File: src/rtl/btn_pkg.sv
// Shared constants, FSM state type and counter-width helpers for the
// push-button conditioner.
package btn_pkg;

    localparam int unsigned DEF_DB_CYCLES    = 250000;
    localparam int unsigned DEF_REPEAT_DELAY = 25000000;
    localparam int unsigned DEF_REPEAT_RATE  = 5000000;

    typedef enum logic [1:0] {
        IDLE,
        HELD,
        REPEAT
    } rep_state_t;

    function automatic int unsigned max_u(input int unsigned a, input int unsigned b);
        return (a > b) ? a : b;
    endfunction

    // Bits needed to hold 0..n-1, never less than one.
    function automatic int unsigned cnt_width(input int unsigned n);
        return (n < 2) ? 1 : $clog2(n);
    endfunction

endpackage

File: src/rtl/btn_channel.sv
// One button channel: two-flop synchroniser, debounce counter and the
// press / auto-repeat FSM with registered pulse outputs.
module btn_channel
    import btn_pkg::*;
#(
    parameter bit          ACTIVE_LOW   = 1'b1,
    parameter int unsigned DB_CYCLES    = DEF_DB_CYCLES,
    parameter int unsigned REPEAT_DELAY = DEF_REPEAT_DELAY,
    parameter int unsigned REPEAT_RATE  = DEF_REPEAT_RATE
) (
    input  logic clk,
    input  logic rst_n,
    input  logic btn_raw,
    input  logic rep_en,
    output logic btn_level,
    output logic press,
    output logic released,
    output logic push
);

    localparam int unsigned DW = cnt_width(DB_CYCLES);
    localparam int unsigned RW = cnt_width(max_u(REPEAT_DELAY, REPEAT_RATE));

    localparam logic          IDLE_LVL   = ACTIVE_LOW;
    localparam logic [DW-1:0] DB_LAST    = DW'(DB_CYCLES - 1);
    localparam logic [RW-1:0] DELAY_LAST = RW'(REPEAT_DELAY - 1);
    localparam logic [RW-1:0] RATE_LAST  = RW'(REPEAT_RATE - 1);

    logic [1:0]    sync;
    logic          s;
    logic [DW-1:0] dcnt;
    logic [DW-1:0] dcnt_nxt;
    logic          accept;
    rep_state_t    state;
    rep_state_t    state_nxt;
    logic [RW-1:0] rcnt;
    logic [RW-1:0] rcnt_nxt;
    logic          push_nxt;

    always_ff @(posedge clk or negedge rst_n) begin
        if (!rst_n) begin
            sync <= {2{IDLE_LVL}};
        end else begin
            sync <= {sync[0], btn_raw};
        end
    end

    assign s = sync[1] ^ IDLE_LVL;

    // accept marks the cycle the debounced level flips; its direction is
    // given by the level before the flip.
    always_comb begin
        accept   = 1'b0;
        dcnt_nxt = '0;
        if (s != btn_level) begin
            if (dcnt == DB_LAST) begin
                accept = 1'b1;
            end else begin
                dcnt_nxt = dcnt + 1'b1;
            end
        end
    end

    always_comb begin
        state_nxt = state;
        rcnt_nxt  = rcnt;
        push_nxt  = 1'b0;
        case (state)
            IDLE: begin
                if (accept) begin
                    state_nxt = HELD;
                    push_nxt  = 1'b1;
                    rcnt_nxt  = '0;
                end
            end
            HELD: begin
                if (accept) begin
                    state_nxt = IDLE;
                    rcnt_nxt  = '0;
                end else if (!rep_en) begin
                    rcnt_nxt = '0;
                end else if (rcnt == DELAY_LAST) begin
                    state_nxt = REPEAT;
                    push_nxt  = 1'b1;
                    rcnt_nxt  = '0;
                end else begin
                    rcnt_nxt = rcnt + 1'b1;
                end
            end
            REPEAT: begin
                if (accept) begin
                    state_nxt = IDLE;
                    rcnt_nxt  = '0;
                end else if (!rep_en) begin
                    state_nxt = HELD;
                    rcnt_nxt  = '0;
                end else if (rcnt == RATE_LAST) begin
                    push_nxt = 1'b1;
                    rcnt_nxt = '0;
                end else begin
                    rcnt_nxt = rcnt + 1'b1;
                end
            end
            default: begin
                state_nxt = IDLE;
                rcnt_nxt  = '0;
            end
        endcase
    end

    always_ff @(posedge clk or negedge rst_n) begin
        if (!rst_n) begin
            dcnt      <= '0;
            btn_level <= 1'b0;
            press     <= 1'b0;
            released  <= 1'b0;
            push      <= 1'b0;
            state     <= IDLE;
            rcnt      <= '0;
        end else begin
            dcnt      <= dcnt_nxt;
            btn_level <= btn_level ^ accept;
            press     <= accept & ~btn_level;
            released  <= accept & btn_level;
            push      <= push_nxt;
            state     <= state_nxt;
            rcnt      <= rcnt_nxt;
        end
    end

endmodule

File: src/rtl/button_conditioner.sv
// Multi-channel push-button front end; each channel is an independent
// btn_channel instance.
module button_conditioner
    import btn_pkg::*;
#(
    parameter int unsigned N_BTN        = 3,
    parameter bit          ACTIVE_LOW   = 1'b1,
    parameter int unsigned DB_CYCLES    = DEF_DB_CYCLES,
    parameter int unsigned REPEAT_DELAY = DEF_REPEAT_DELAY,
    parameter int unsigned REPEAT_RATE  = DEF_REPEAT_RATE
) (
    input  logic             clk,
    input  logic             rst_n,
    input  logic [N_BTN-1:0] btn_raw,
    input  logic [N_BTN-1:0] rep_en,
    output logic [N_BTN-1:0] btn_level,
    output logic [N_BTN-1:0] press,
    output logic [N_BTN-1:0] released,
    output logic [N_BTN-1:0] push
);

    for (genvar i = 0; i < N_BTN; i++) begin : g_ch
        btn_channel #(
            .ACTIVE_LOW   (ACTIVE_LOW),
            .DB_CYCLES    (DB_CYCLES),
            .REPEAT_DELAY (REPEAT_DELAY),
            .REPEAT_RATE  (REPEAT_RATE)
        ) u_ch (
            .clk       (clk),
            .rst_n     (rst_n),
            .btn_raw   (btn_raw[i]),
            .rep_en    (rep_en[i]),
            .btn_level (btn_level[i]),
            .press     (press[i]),
            .released  (released[i]),
            .push      (push[i])
        );
    end

endmodule

File: config.mk
export PLATFORM = sky130hd
export DESIGN_NAME = button_conditioner
export DESIGN_NICKNAME = d
export VERILOG_FILES = /design/src/rtl/btn_pkg.sv /design/src/rtl/btn_channel.sv /design/src/rtl/button_conditioner.sv
export SDC_FILE = /design/constraint.sdc
export NUM_CORES = 1
export LEC_CHECK = 0
export CAP_MARGIN = 20
export CELL_PAD_IN_SITES_DETAIL_PLACEMENT = 2
export CELL_PAD_IN_SITES_GLOBAL_PLACEMENT = 2
export CORE_ASPECT_RATIO = 1.5
export CORE_UTILIZATION = 43
export DETAILED_ROUTE_END_ITERATION = 8
export PLACE_DENSITY = 0.91
export SLEW_MARGIN = 25
export SYNTH_ARGS = -nofsm -noshare
export SYNTH_HDL_FRONTEND = slang
export SYNTH_SLANG_ARGS = --single-unit
File: constraint.sdc
create_clock -name clk -period 6.2 [get_ports clk]
set_input_delay 1.55 -clock clk [delete_from_list [all_inputs] [get_ports clk]]
set_output_delay 1.55 -clock clk [all_outputs]
set_load 0.005 [all_outputs]
Yosys cells after proc, flatten, opt, wreduce, memory -nomap -nowiden
Index checks and enable logic that the tools add are counted.
{"block": "op_classes", "eq_ne": 30, "n_reduce_logical": 6, "n_mux": 81, "add_sub_neg": 6, "n_bitwise": 15}
{"op": "$mux W25", "count": 21}
{"op": "$pmux W25 S3", "count": 3}
{"op": "$mux W18", "count": 6}
{"op": "$add A25 B1 Y25 const B", "count": 3}
{"op": "$eq A25 B23 Y1 const B", "count": 3}
{"op": "$eq A25 B25 Y1 const B", "count": 3}
{"op": "$add A18 B1 Y18 const B", "count": 3}
{"op": "$eq A18 B18 Y1 const B", "count": 3}
{"op": "$mux W2", "count": 18}
{"op": "$mux W1", "count": 27}
{"op": "$ne A3 B2 Y1 const B", "count": 6}
{"op": "$pmux W2 S3", "count": 3}
{"op": "$reduce_and A4 Y1", "count": 3}
{"op": "$ne A3 B1 Y1 const B", "count": 3}
{"op": "$pmux W1 S3", "count": 3}
{"op": "$and A1 B1 Y1", "count": 6}
{"op": "$eq A2 B1 Y1 const B", "count": 3}
{"op": "$eq A2 B2 Y1 const B", "count": 3}
{"op": "$logic_not A2 Y1", "count": 3}
{"op": "$ne A2 B1 Y1 const B", "count": 3}
{"op": "$not A1 Y1", "count": 6}
{"op": "$ne A1 B1 Y1", "count": 3}
{"op": "$xor A1 B1 Y1", "count": 3}
{"block": "word_totals", "in_bits": 8, "word_cells": 162, "ff_bits": 153, "out_inout_bits": 12}

Longest topological paths before layout
{"block": "logic_depth", "ltp_word": 5, "mapped_depth": 9}

Hierarchy
Synthesis repeated with hierarchy kept, for this count alone.
{"block": "unflattened", "hier_cells": 859, "hier_area_um2": 8264.2}
{"module": "btn_channel (g_ch[2].u_ch)", "cells_per_inst": 304, "area_per_inst_um2": 2821.5, "instances": 1}
{"module": "btn_channel (g_ch[1].u_ch)", "cells_per_inst": 277, "area_per_inst_um2": 2747.6, "instances": 1}
{"module": "btn_channel (g_ch[0].u_ch)", "cells_per_inst": 278, "area_per_inst_um2": 2695.1, "instances": 1}

Least setup slack after synthesis
No wires, ideal clock.
{"block": "synth_path", "path_type": "input-to-reg", "from": "input rep_en[1]", "to": "register g_ch[1].u_ch.rcnt[3]", "n_path_buf": 0, "setup_time_ns": 0.104, "cell_stages": 5, "required_ns": 6.096, "arrival_time_ns": 2.597, "setup_slack_ns": 3.499, "cell_sequence": "nand3_1 a21o_1 a21oi_1 nand2_2 o311ai_1"}
{"block": "synth_via", "elab_chain_cells": 3, "word_cells_on_any_way": 5, "classes_between": "mux: 5"}
{"element": "start: declaration", "line": "button_conditioner.sv:15", "source": "input logic [N_BTN-1:0] rep_en,"}
{"element": "$mux W25, on equally long branches", "line": "btn_channel.sv:94, btn_channel.sv:80"}
{"element": "$mux W25, on equally long branches", "line": "btn_channel.sv:91, btn_channel.sv:77"}
{"element": "$pmux W25 S3 (*)", "line": "btn_channel.sv:68", "source": "case (state)"}
{"element": "end signal: assignment", "line": "btn_channel.sv:127", "source": "rcnt <= rcnt_nxt;"}
{"element": "end: declaration", "line": "btn_channel.sv:36", "source": "logic [RW-1:0] rcnt;"}
Mark *: on every way between the ends. The rest lies on a longest branch, timed or not.
A chain may end at the register's enable or synchronous reset.

Final worst setup path
Ends and elaborated chain as after synthesis.

==> flow_summary.toml <==
[clock_tree]
cts-root-buf = "clkbuf_16"
cts_tree = "yes"
post_cts_buffers = 0
clk_latency_ns = 0.44
hold_buffers = 0
clk_pin_slew_worst_paths_ns = 0.06
numCtsBuffers = 17
clock_path_buffers = 2
cts_resized = 0
cts.sinks = 153
htreeDepth = 4

[worst_setup_path]
reg2regPathDepth = 6
critPathMaxFanout = 9
slowest_stage = "a21oi_1"
cp-startpoint = "rep_en[1]"
cp_slowest_stage_delay_ns = 0.72
worstPathArrival_ns = 3.82
cp-start-kind = "input port"
r2r-end = "g_ch[1].u_ch.rcnt[19]"
path_buf_inv = 1
crit_family = "compound AO/OA/AOI/OAI gates"
worstReg2RegStart = "g_ch[1].u_ch.dcnt[6]"
crit_chain = "clkdlybuf4s50_1 > nand3_1 > a21o_1 > a21oi_1 > nand2_2 > o311ai_1"
critPathCaptureType = "flip-flop"
reg2reg_slack_ns = 3.17
criticalPathCategory = "input port to flip-flop"
critPathRequiredTime_ns = 6.53

[synth]
syn_area_per_cell_sq_um = 9.372
synth_area_sq_um = 8576
synth_mux_area_share_pct = 0.7441
yosys.area_share.simple_pct = 29.72
synth_adder_area_share_pct = 3.502
synth_top_family_by_area = "simple AND/OR/NAND/NOR gates"
synth-seq-area-share_pct = 44.73
async_flop_share_pct = 100.0
ys_warn_count = 0
synth_compound_area_share_pct = 10.96
yosys-top-cells-area = "dfrtp_1, nand3_1, nand2_1"
synth_xor_area_share_pct = 6.230
syn-num-nets = 947
synth_edf_count = 0
ys.flop_type = "dfrtp_1"
yosysUniqueCellTypes = 79
synth_cells = 915
synth-seq-cells = 153
synth_top_area_share_pct = 42.89
synth_largest_area_cell = "dfrtp_1"

[finish]
fin_area_sq_um = 9574
instances_no_fill = 1187
antennaDiodeCount = 0
drive_gt1_share_pct = 8.808
syn2layout_area_growth_pct = 11.64
nets = 951
postLayoutCoreUtil_pct = 49.57

[placed_design]
hpwl_um = 17900
io_buffers = 19
gp_congestion = 0.8102
post_dp_cell_area_sq_um = 8925
placed_cells = 1156
place_ws_ns = 2.464

[global_routing]
grt_max_degree = 58
antenna_found_initial = 0
grt_pass1_vias = 8703
grt_pass1_wl_um = 50010
grt_overflow = 0
grt_usage_pct = 31.29

[power_and_ir_drop]
leakagePower_nw = 3.885
p_total_mw = 2.700
max-vdd-ir-drop_uv = 198.1
p_per_area_nw_per_um2 = 282.0

[timing]
fin_ws_ns = 2.714
setup_tns_ns = 0
whs_ns = 0.3585
rsz0062_at_grt = "false"
max_slew_margin_pct = 25.30
finalSetupViolCount = 0
drv_slew = 0
final.setup_skew_ns = 0.01121
tightest_slew_ns = 1.110
max_freq_ghz = 0.2868
finalCritPeriodShare_pct = 56.23
finalHoldViolCount = 0
period_minus_slack_ns = 3.486

[routing]
drtIter0Drc = 338
first_pass_iters = 4
vias = 7507
final_antenna_net_count = 0
viasPerCell = 6.324
drc_errors = 0
wl_per_cell_um = 25.57
routed_wl_um = 30360

[outcome]
status = "complete, no violations"

[min_path]
whs_endpoint = "g_ch[2].u_ch.sync[1]"
hold_depth = 0
hold_path.startpoint = "g_ch[2].u_ch.sync[0]"
hold_path_class = "flip-flop to flip-flop"

[floorplan]
io_pins = 20
die_w_um = 117.3
fp-row-count = 62
core_area_sq_um = 19320
initial_core_util_pct = 44.40
fp.dieH_um = 175.0
die_area_sq_um = 20520

[run]
maxCapViolCount = 0
-- cell families (layout without fill, tap and decap cells) --
family                     after synthesis  in the layout
buffers and inverters                   76             92
muxes                                    6              6
AOI/OAI and AO/OA                      131            131
and+or+nand+nor                        464            464
xor gates and xnor gates                61             61
DFF                                    153            153
adders and majority gates               24             24
-- where the power goes --
| group | total, mW | leakage, nW | switching (mW) | internal, mW |
|---|---|---|---|---|
| registers | 1.05 | 2.10 | 0.0260 | 1.03 |
| logic | 0.478 | 1.48 | 0.351 | 0.127 |
| clock network | 1.17 | 0.309 | 0.448 | 0.722 |
| total | 2.70 | 3.88 | 0.825 | 1.88 |
-- worst max-delay path by stage --
stage          depth (start not counted)                     to  slack, ns
5_1_grt                                6   g_ch[1].u_ch.rcnt[3]       2.61
6_report                               6   g_ch[1].u_ch.rcnt[3]       2.71
2_1_floorplan                          5   g_ch[1].u_ch.rcnt[3]       3.50
4_1_cts                                6   g_ch[1].u_ch.rcnt[3]       2.75
3_5_place_dp                           6   g_ch[1].u_ch.rcnt[3]       2.46
3_3_place_gp                           6  g_ch[2].u_ch.rcnt[10]       2.58
-- sequential cells by signal, indices dropped and copies added (netlist names) --
| register | count |
|---|---|
| g_ch.u_ch.state | 6 |
| g_ch.u_ch.press | 3 |
| g_ch.u_ch.btn_level | 3 |
| g_ch.u_ch.push | 3 |
| g_ch.u_ch.released | 3 |
| g_ch.u_ch.rcnt | 75 |
| g_ch.u_ch.sync | 6 |
| g_ch.u_ch.dcnt | 54 |
-- routing by layer --
layer	GRT usage [%]	wire length (um)	share of wire, %
met1	34.70	12040	40
met2	56.93	16380	54
met3	5.255	716	2.4
met4	16.45	1224	4.0
met5	0	0	0
-- final cells by class --
| cell class | count | area [sq um] |
|---|---|---|
| Clock buffer | 19 | 442.9 |
| Timing Repair Buffer | 26 | 244.0 |
| Fill cell | 1979 | 9742 |
| Multi-Input combinational cell | 686 | 4402 |
| Tap cell | 256 | 320.3 |
| Clock inverter | 12 | 197.7 |
| Sequential cell | 153 | 3836 |
| Inverter | 35 | 131.4 |
-- cells in the mapped netlist, types with 12 or more instances --
master      n
a21oi_1    22
buf_4      12
nor3_1     15
nand4_1    28
nand2_1    96
ha_1       24
nor4_1     21
nor2_1     89
xnor2_1    30
nand3_1    92
xor2_1     31
dfrtp_1   147
or3_1      20
inv_1      34
o21ai_0    19
clkbuf_1   18
-- worst register-to-register path, delay by kind of cell (launching register included) --
kind / cells / cell delay, ns
DFF: 1 / 0.45
AOI/OAI and AO/OA: 1 / 0.45
xor gates and xnor gates: 1 / 0.21
and+or+nand+nor: 4 / 1.76
-- placed cells by master, fill, tap and decap left out, types with 5 or more instances in the layout --
master / instances
nor3_1: 15
clkdlybuf4s50_1: 18
a21oi_1: 22
o211ai_1: 6
clkbuf_16: 17
nand4_1: 28
inv_1: 34
or3_1: 20
nor2_1: 89
or2_2: 6
nor3_2: 5
dfstp_2: 6
and2_1: 11
o31ai_1: 10
nor4_1: 20
o311ai_0: 8
nand2_1: 96
dfrtp_1: 147
o21ai_1: 11
bufinv_16: 5
nand4b_1: 6
and4_1: 10
o311ai_1: 6
or4_1: 8
nand3_1: 92
xor2_1: 31
buf_4: 7
ha_1: 24
nor4bb_1: 5
a21o_1: 10
o21ai_0: 19
and3_1: 11
xnor2_1: 30
(Power assumes the default switching activity.)
==> edit 1 (same settings) <==
`ACTIVE_LOW` is set to 1'b1 in 2 places; all go to 1'b0.
--- a/src/rtl/btn_channel.sv
+++ b/src/rtl/btn_channel.sv
@@ -3,7 +3,7 @@
 module btn_channel
     import btn_pkg::*;
 #(
-    parameter bit          ACTIVE_LOW   = 1'b1,
+    parameter bit          ACTIVE_LOW   = 1'b0,
     parameter int unsigned DB_CYCLES    = DEF_DB_CYCLES,
     parameter int unsigned REPEAT_DELAY = DEF_REPEAT_DELAY,
     parameter int unsigned REPEAT_RATE  = DEF_REPEAT_RATE
--- a/src/rtl/button_conditioner.sv
+++ b/src/rtl/button_conditioner.sv
@@ -4,7 +4,7 @@
     import btn_pkg::*;
 #(
     parameter int unsigned N_BTN        = 3,
-    parameter bit          ACTIVE_LOW   = 1'b1,
+    parameter bit          ACTIVE_LOW   = 1'b0,
     parameter int unsigned DB_CYCLES    = DEF_DB_CYCLES,
     parameter int unsigned REPEAT_DELAY = DEF_REPEAT_DELAY,
     parameter int unsigned REPEAT_RATE  = DEF_REPEAT_RATE
Formal check against the unedited RTL: no difference found for any inputs over 10 cycles, from zero or initial values and one cycle with rst_n low; that may be too few to reach the edited logic, so the function may still have changed.
==> edit 1 against the original RTL <==
Via count shrank 2.4%; utilization shrank 0.45 points; combinational power shrank 12%; area after synthesis shrank 1.6%; total power shrank 2.4%; final cell count shrank 0.93%; worst setup slack lost 130 ps; cell area shrank 1.7%; wire length shrank 7.2%; sequential cell count is the same; clock power is essentially flat; global-route usage shrank 1.8 points; critical endpoint is now g_ch[0].u_ch.rcnt[12]$_DFFE_PN0N_; largest cell class unchanged.
==> edit 1: results (changes against the original RTL) <==
Outcome
  – Status: completed (unchanged)

Worst setup path
  – Crit Path Max Fanout: 13 (was 9)
  – R2r startpoint: g_ch[0].u_ch.rcnt[10]$_DFFE_PN0N_ (was g_ch[1].u_ch.dcnt[6]$_DFF_PN0_)
  – Reg2reg end: g_ch[0].u_ch.rcnt[12]$_DFFE_PN0N_ (was g_ch[1].u_ch.rcnt[19]$_DFFE_PN0N_)
  – Register-to-register setup slack: 2580 ps (was 3170 ps)
  – Worst R2R Path Depth: 7 (was 6)
  – Crit path DAT: 3950 ps (was 3820 ps)
  – CP max stage delay: 800 ps (was 720 ps)

Global routing
  – First-pass GRT wire length: 45.5 mm (was 50.0 mm)
  – Gr usage total: 29.5% (was 31.3%)
  – Largest net degree at the start of global routing: 79 (was 58)
  – Number of global-route vias before repair: 8378 (was 8703)

STA
  – Least-Margin Pin Slew: 1020 ps (was 1110 ps)
  – Final Skew: 13.5 ps (was 11.2 ps)

Synthesis
  – Seq/Total Area, Yosys: 45.4% (was 44.7%)
  – Syn Area/Cell: 9.29 sq um (was 9.37 sq um)
  – Ys Warns: 0 (unchanged)
  – Cell variety after synth: 68 (was 79)

Min path
  – WHS Endpoint: g_ch[1].u_ch.sync[1]$_DFF_PN0_ (was g_ch[2].u_ch.sync[1]$_DFF_PN1_)

Place
  – Final Wtd Congestion: 0.798 (was 0.810)
  – Place WS: 2470 ps (was 2460 ps)

Routing
  – DR iter-0 viols: 320 (was 338)
  – Final wirelength: 28.2 mm (was 30.4 mm)
  – DR vias/cell: 6.23 (was 6.32)
  – DRT Pass-1 Iters: 5 (was 4)
  – Routed wire per std cell: 24.0 um (was 25.6 um)

Cells and area
  – Layout cell share with drive strength beyond 1: 7.50% (was 8.81%)
  – Final net count: 933 (was 951)

Power
  – Worst vdd ir: 0.193 mV (was 0.198 mV)
==> edit 1: kinds of logic after synthesis <==
group           Yosys count  share of synthesized area (%)
mux                      10                           1.28
compound gates          139                           12.1
fa+ha+maj                18                           2.67
xor+xnor                 51                           5.29
simple gates            471                           29.5
flops                   153                           45.4
buf+inv                  66                           3.83
==> edit 1: final cells by class <==
class | instances | area (sq um)
clock buffer | 19 | 453
clock inverter | 13 | 190
fill | 2016 | 9750
inverter | 21 | 78.8
multi-input combinational | 689 | 4300
sequential | 153 | 3830
tap | 256 | 320
timing repair buffer | 25 | 236
==> edit 1: how the worst max path moves through the flow <==
stage                                                   end  slack (ps)  depth (start not counted)
after detailed placement  g_ch[0].u_ch.rcnt[15]$_DFFE_PN0N_        2470                          5
after global placement    g_ch[0].u_ch.rcnt[15]$_DFFE_PN0N_        2510                          5
after global routing      g_ch[0].u_ch.rcnt[12]$_DFFE_PN0N_        2410                          7
final                     g_ch[0].u_ch.rcnt[12]$_DFFE_PN0N_        2580                          7
after CTS                  g_ch[1].u_ch.rcnt[2]$_DFFE_PN0N_        2570                          6
after floorplan            g_ch[2].u_ch.rcnt[6]$_DFFE_PN0N_        3550                          7
==> edit 1: report_power, final <==
part	switching, uW	total [uW]	internal, uW
logic	293	420	127
registers	24.0	1050	1020
clock network	471	1170	700
==> edit 1: per-stage QoR <==
stage	utilization, %	instance area [sq um]	total power, uW	hold WS, ps
2_1_floorplan	-	8440	1330	331
3_3_place_gp	45.7	8750	1450	332
3_5_place_dp	45.7	8760	1470	336
4_1_cts	49.1	9410	2660	358
5_1_grt	49.1	9410	2730	367
6_report	49.1	9410	2640	355
==> edit 1: routing by layer <==
| layer | wire [um] | global-route usage [%] |
|---|---|---|
| met3 | 634 | 4.72 |
| met2 | 15900 | 54.8 |
| met5 | 0 | 0 |
| met4 | 970 | 12.9 |
| met1 | 10700 | 32.0 |
==> edit 1: worst max-delay path, delay by kind of cell, from the launching register on <==
family,cells,cell delay (ps)
DFF,1,480
and+or+nand+nor,3,1400
AOI/OAI and AO/OA,3,1280
buffers and inverters,1,330
==> edit 2 (same settings) <==
Made on the original files. Register the output `push`; this adds one clock of latency there. The other outputs are not delayed to match.
--- a/src/rtl/button_conditioner.sv
+++ b/src/rtl/button_conditioner.sv
@@ -19,6 +19,8 @@
     output logic [N_BTN-1:0] push
 );
 
+    logic [N_BTN-1:0] push_d;
+
     for (genvar i = 0; i < N_BTN; i++) begin : g_ch
         btn_channel #(
             .ACTIVE_LOW   (ACTIVE_LOW),
@@ -33,8 +35,12 @@
             .btn_level (btn_level[i]),
             .press     (press[i]),
             .released  (released[i]),
-            .push      (push[i])
+            .push      (push_d[i])
         );
+    end
+
+    always_ff @(posedge clk) begin
+        push <= push_d;
     end
 
 endmodule
Formal check against the unedited RTL: no difference found for any inputs over 10 cycles, from zero or initial values and one cycle with rst_n low; that may be too few to reach the edited logic, so the function may still have changed.
==> edit 2 against the original RTL <==
Cell area fell by 1.0%; combinational power fell by 13%; area after synthesis fell by 0.45%; wire length fell by 10%; global-route usage fell by 2.2 points; die area fell by 0.44%; final cell count rose by 0.42%; sequential cell count rose by 3; total power fell by 5.4%; hold slack got worse by 18 ps; worst setup slack got worse by 170 ps; critical path type unchanged; highest routed layer unchanged.
==> edit 2: results (changes against the original RTL) <==
Outcome
  – Status: completed (unchanged)

Routing
  – DR iter-0 viols: 315 (was 338)
  – Met1 WL: 10.4 mm (was 12.0 mm)
  – WL met3: 637 um (was 716 um)
  – Met2 Wirelength: 15.2 mm (was 16.4 mm)
  – Final wirelength: 27.3 mm (was 30.4 mm)
  – DR vias/cell: 6.26 (was 6.32)

Synthesis
  – Seq/Total Area, Yosys: 45.6% (was 44.7%)
  – Post-synth ARST share: 98.1% (was 100%)
  – Top cells by area, synth: dfrtp_1 43%, nand3_1 6.3%, nand2_1 5.1%, nor2_1 3.6%, ha_1 3.5% (was dfrtp_1 43%, nand3_1 5.4%, nand2_1 4.2%, nor2_1 3.9%, ha_1 3.5%)
  – Cell variety after synth: 73 (was 79)

Worst setup path
  – Crit Path Max Fanout: 26 (was 9)
  – Reg2reg end: g_ch[2].u_ch.rcnt[2]$_DFFE_PN0N_ (was g_ch[1].u_ch.rcnt[19]$_DFFE_PN0N_)
  – Register-to-register setup slack: 2960 ps (was 3170 ps)
  – Crit path DAT: 3950 ps (was 3820 ps)
  – Worst R2R Path Depth: 7 (was 6)
  – Critical path's slowest cell: a21boi_4 (was a21oi_1)

Power
  – Design Power: 2550 uW (was 2700 uW)
  – Seq pwr share: 42.0% (was 38.9%)
  – Leak: 0.00389 uW (was 0.00388 uW)
  – Combinational power share: 16.4% (was 17.7%)

Global routing
  – First-pass GRT wire length: 45.7 mm (was 50.0 mm)
  – Number of global-route vias before repair: 8459 (was 8703)
  – Met1 Use GR: 32.0% (was 34.7%)

STA
  – Final Skew: 10.0 ps (was 11.2 ps)
  – Least-Margin Pin Slew: 851 ps (was 1110 ps)

Min path
  – Hold path startpoint: g_ch[0].u_ch.push$_DFF_PN0_ (was g_ch[2].u_ch.sync[0]$_DFF_PN1_)

Cells and area
  – Final net count: 955 (was 951)

Place
  – Dpl cell area: 8890 sq um (was 8920 sq um)
edit 2: cell count changes in the layout (fill, tap and decap cells not counted), moves of 6 or more:
cell / delta
nor2_1: -7
o311ai_0: +11
o21ai_0: -8
and3_1: +6
o311ai_1: +8
a22oi_1: +7
nor4_1: -11
o21ai_1: -8
xnor2_1: -7
a21oi_1: -7
nand2_1: +19
nand3_1: +16
edit 2: logic make-up after synthesis:
logic type      after synthesis  share of synthesized area (%)
simple gates                469                           28.3
flops                       156                           45.6
compound gates              134                           12.0
buf+inv                      78                           4.35
xor+xnor                     51                           5.23
fa+ha+maj                    24                           3.52
mux                           8                          0.997
edit 2: cell type report:
class / count / share of cell area (%)
sequential: 156 / 41.1
multi-input combinational: 686 / 45.3
clock buffer: 22 / 5.00
timing repair buffer: 25 / 2.50
tap: 256 / 3.38
inverter: 37 / 1.47
clock inverter: 10 / 1.21
edit 2: worst max-delay path by stage:
stage,start,to,slack [ps],cells past startpoint
6_report,rep_en[2],g_ch[2].u_ch.rcnt[2]$_DFFE_PN0N_,2540,5
5_1_grt,rep_en[2],g_ch[2].u_ch.rcnt[5]$_DFFE_PN0N_,2400,5
4_1_cts,rep_en[2],g_ch[2].u_ch.rcnt[2]$_DFFE_PN0N_,2580,5
3_5_place_dp,rep_en[2],g_ch[2].u_ch.rcnt[3]$_DFFE_PN0N_,2120,5
3_3_place_gp,rep_en[2],g_ch[2].u_ch.rcnt[8]$_DFFE_PN0N_,2310,5
2_1_floorplan,rep_en[0],g_ch[0].u_ch.rcnt[21]$_DFFE_PN0N_,3590,4
edit 2: through the flow:
step | std cells | setup WS, ps
2_1_floorplan | 920 | 3590
3_3_place_gp | 1160 | 2310
3_5_place_dp | 1160 | 2120
4_1_cts | 1192 | 2580
5_1_grt | 1192 | 2400
6_report | 1192 | 2540
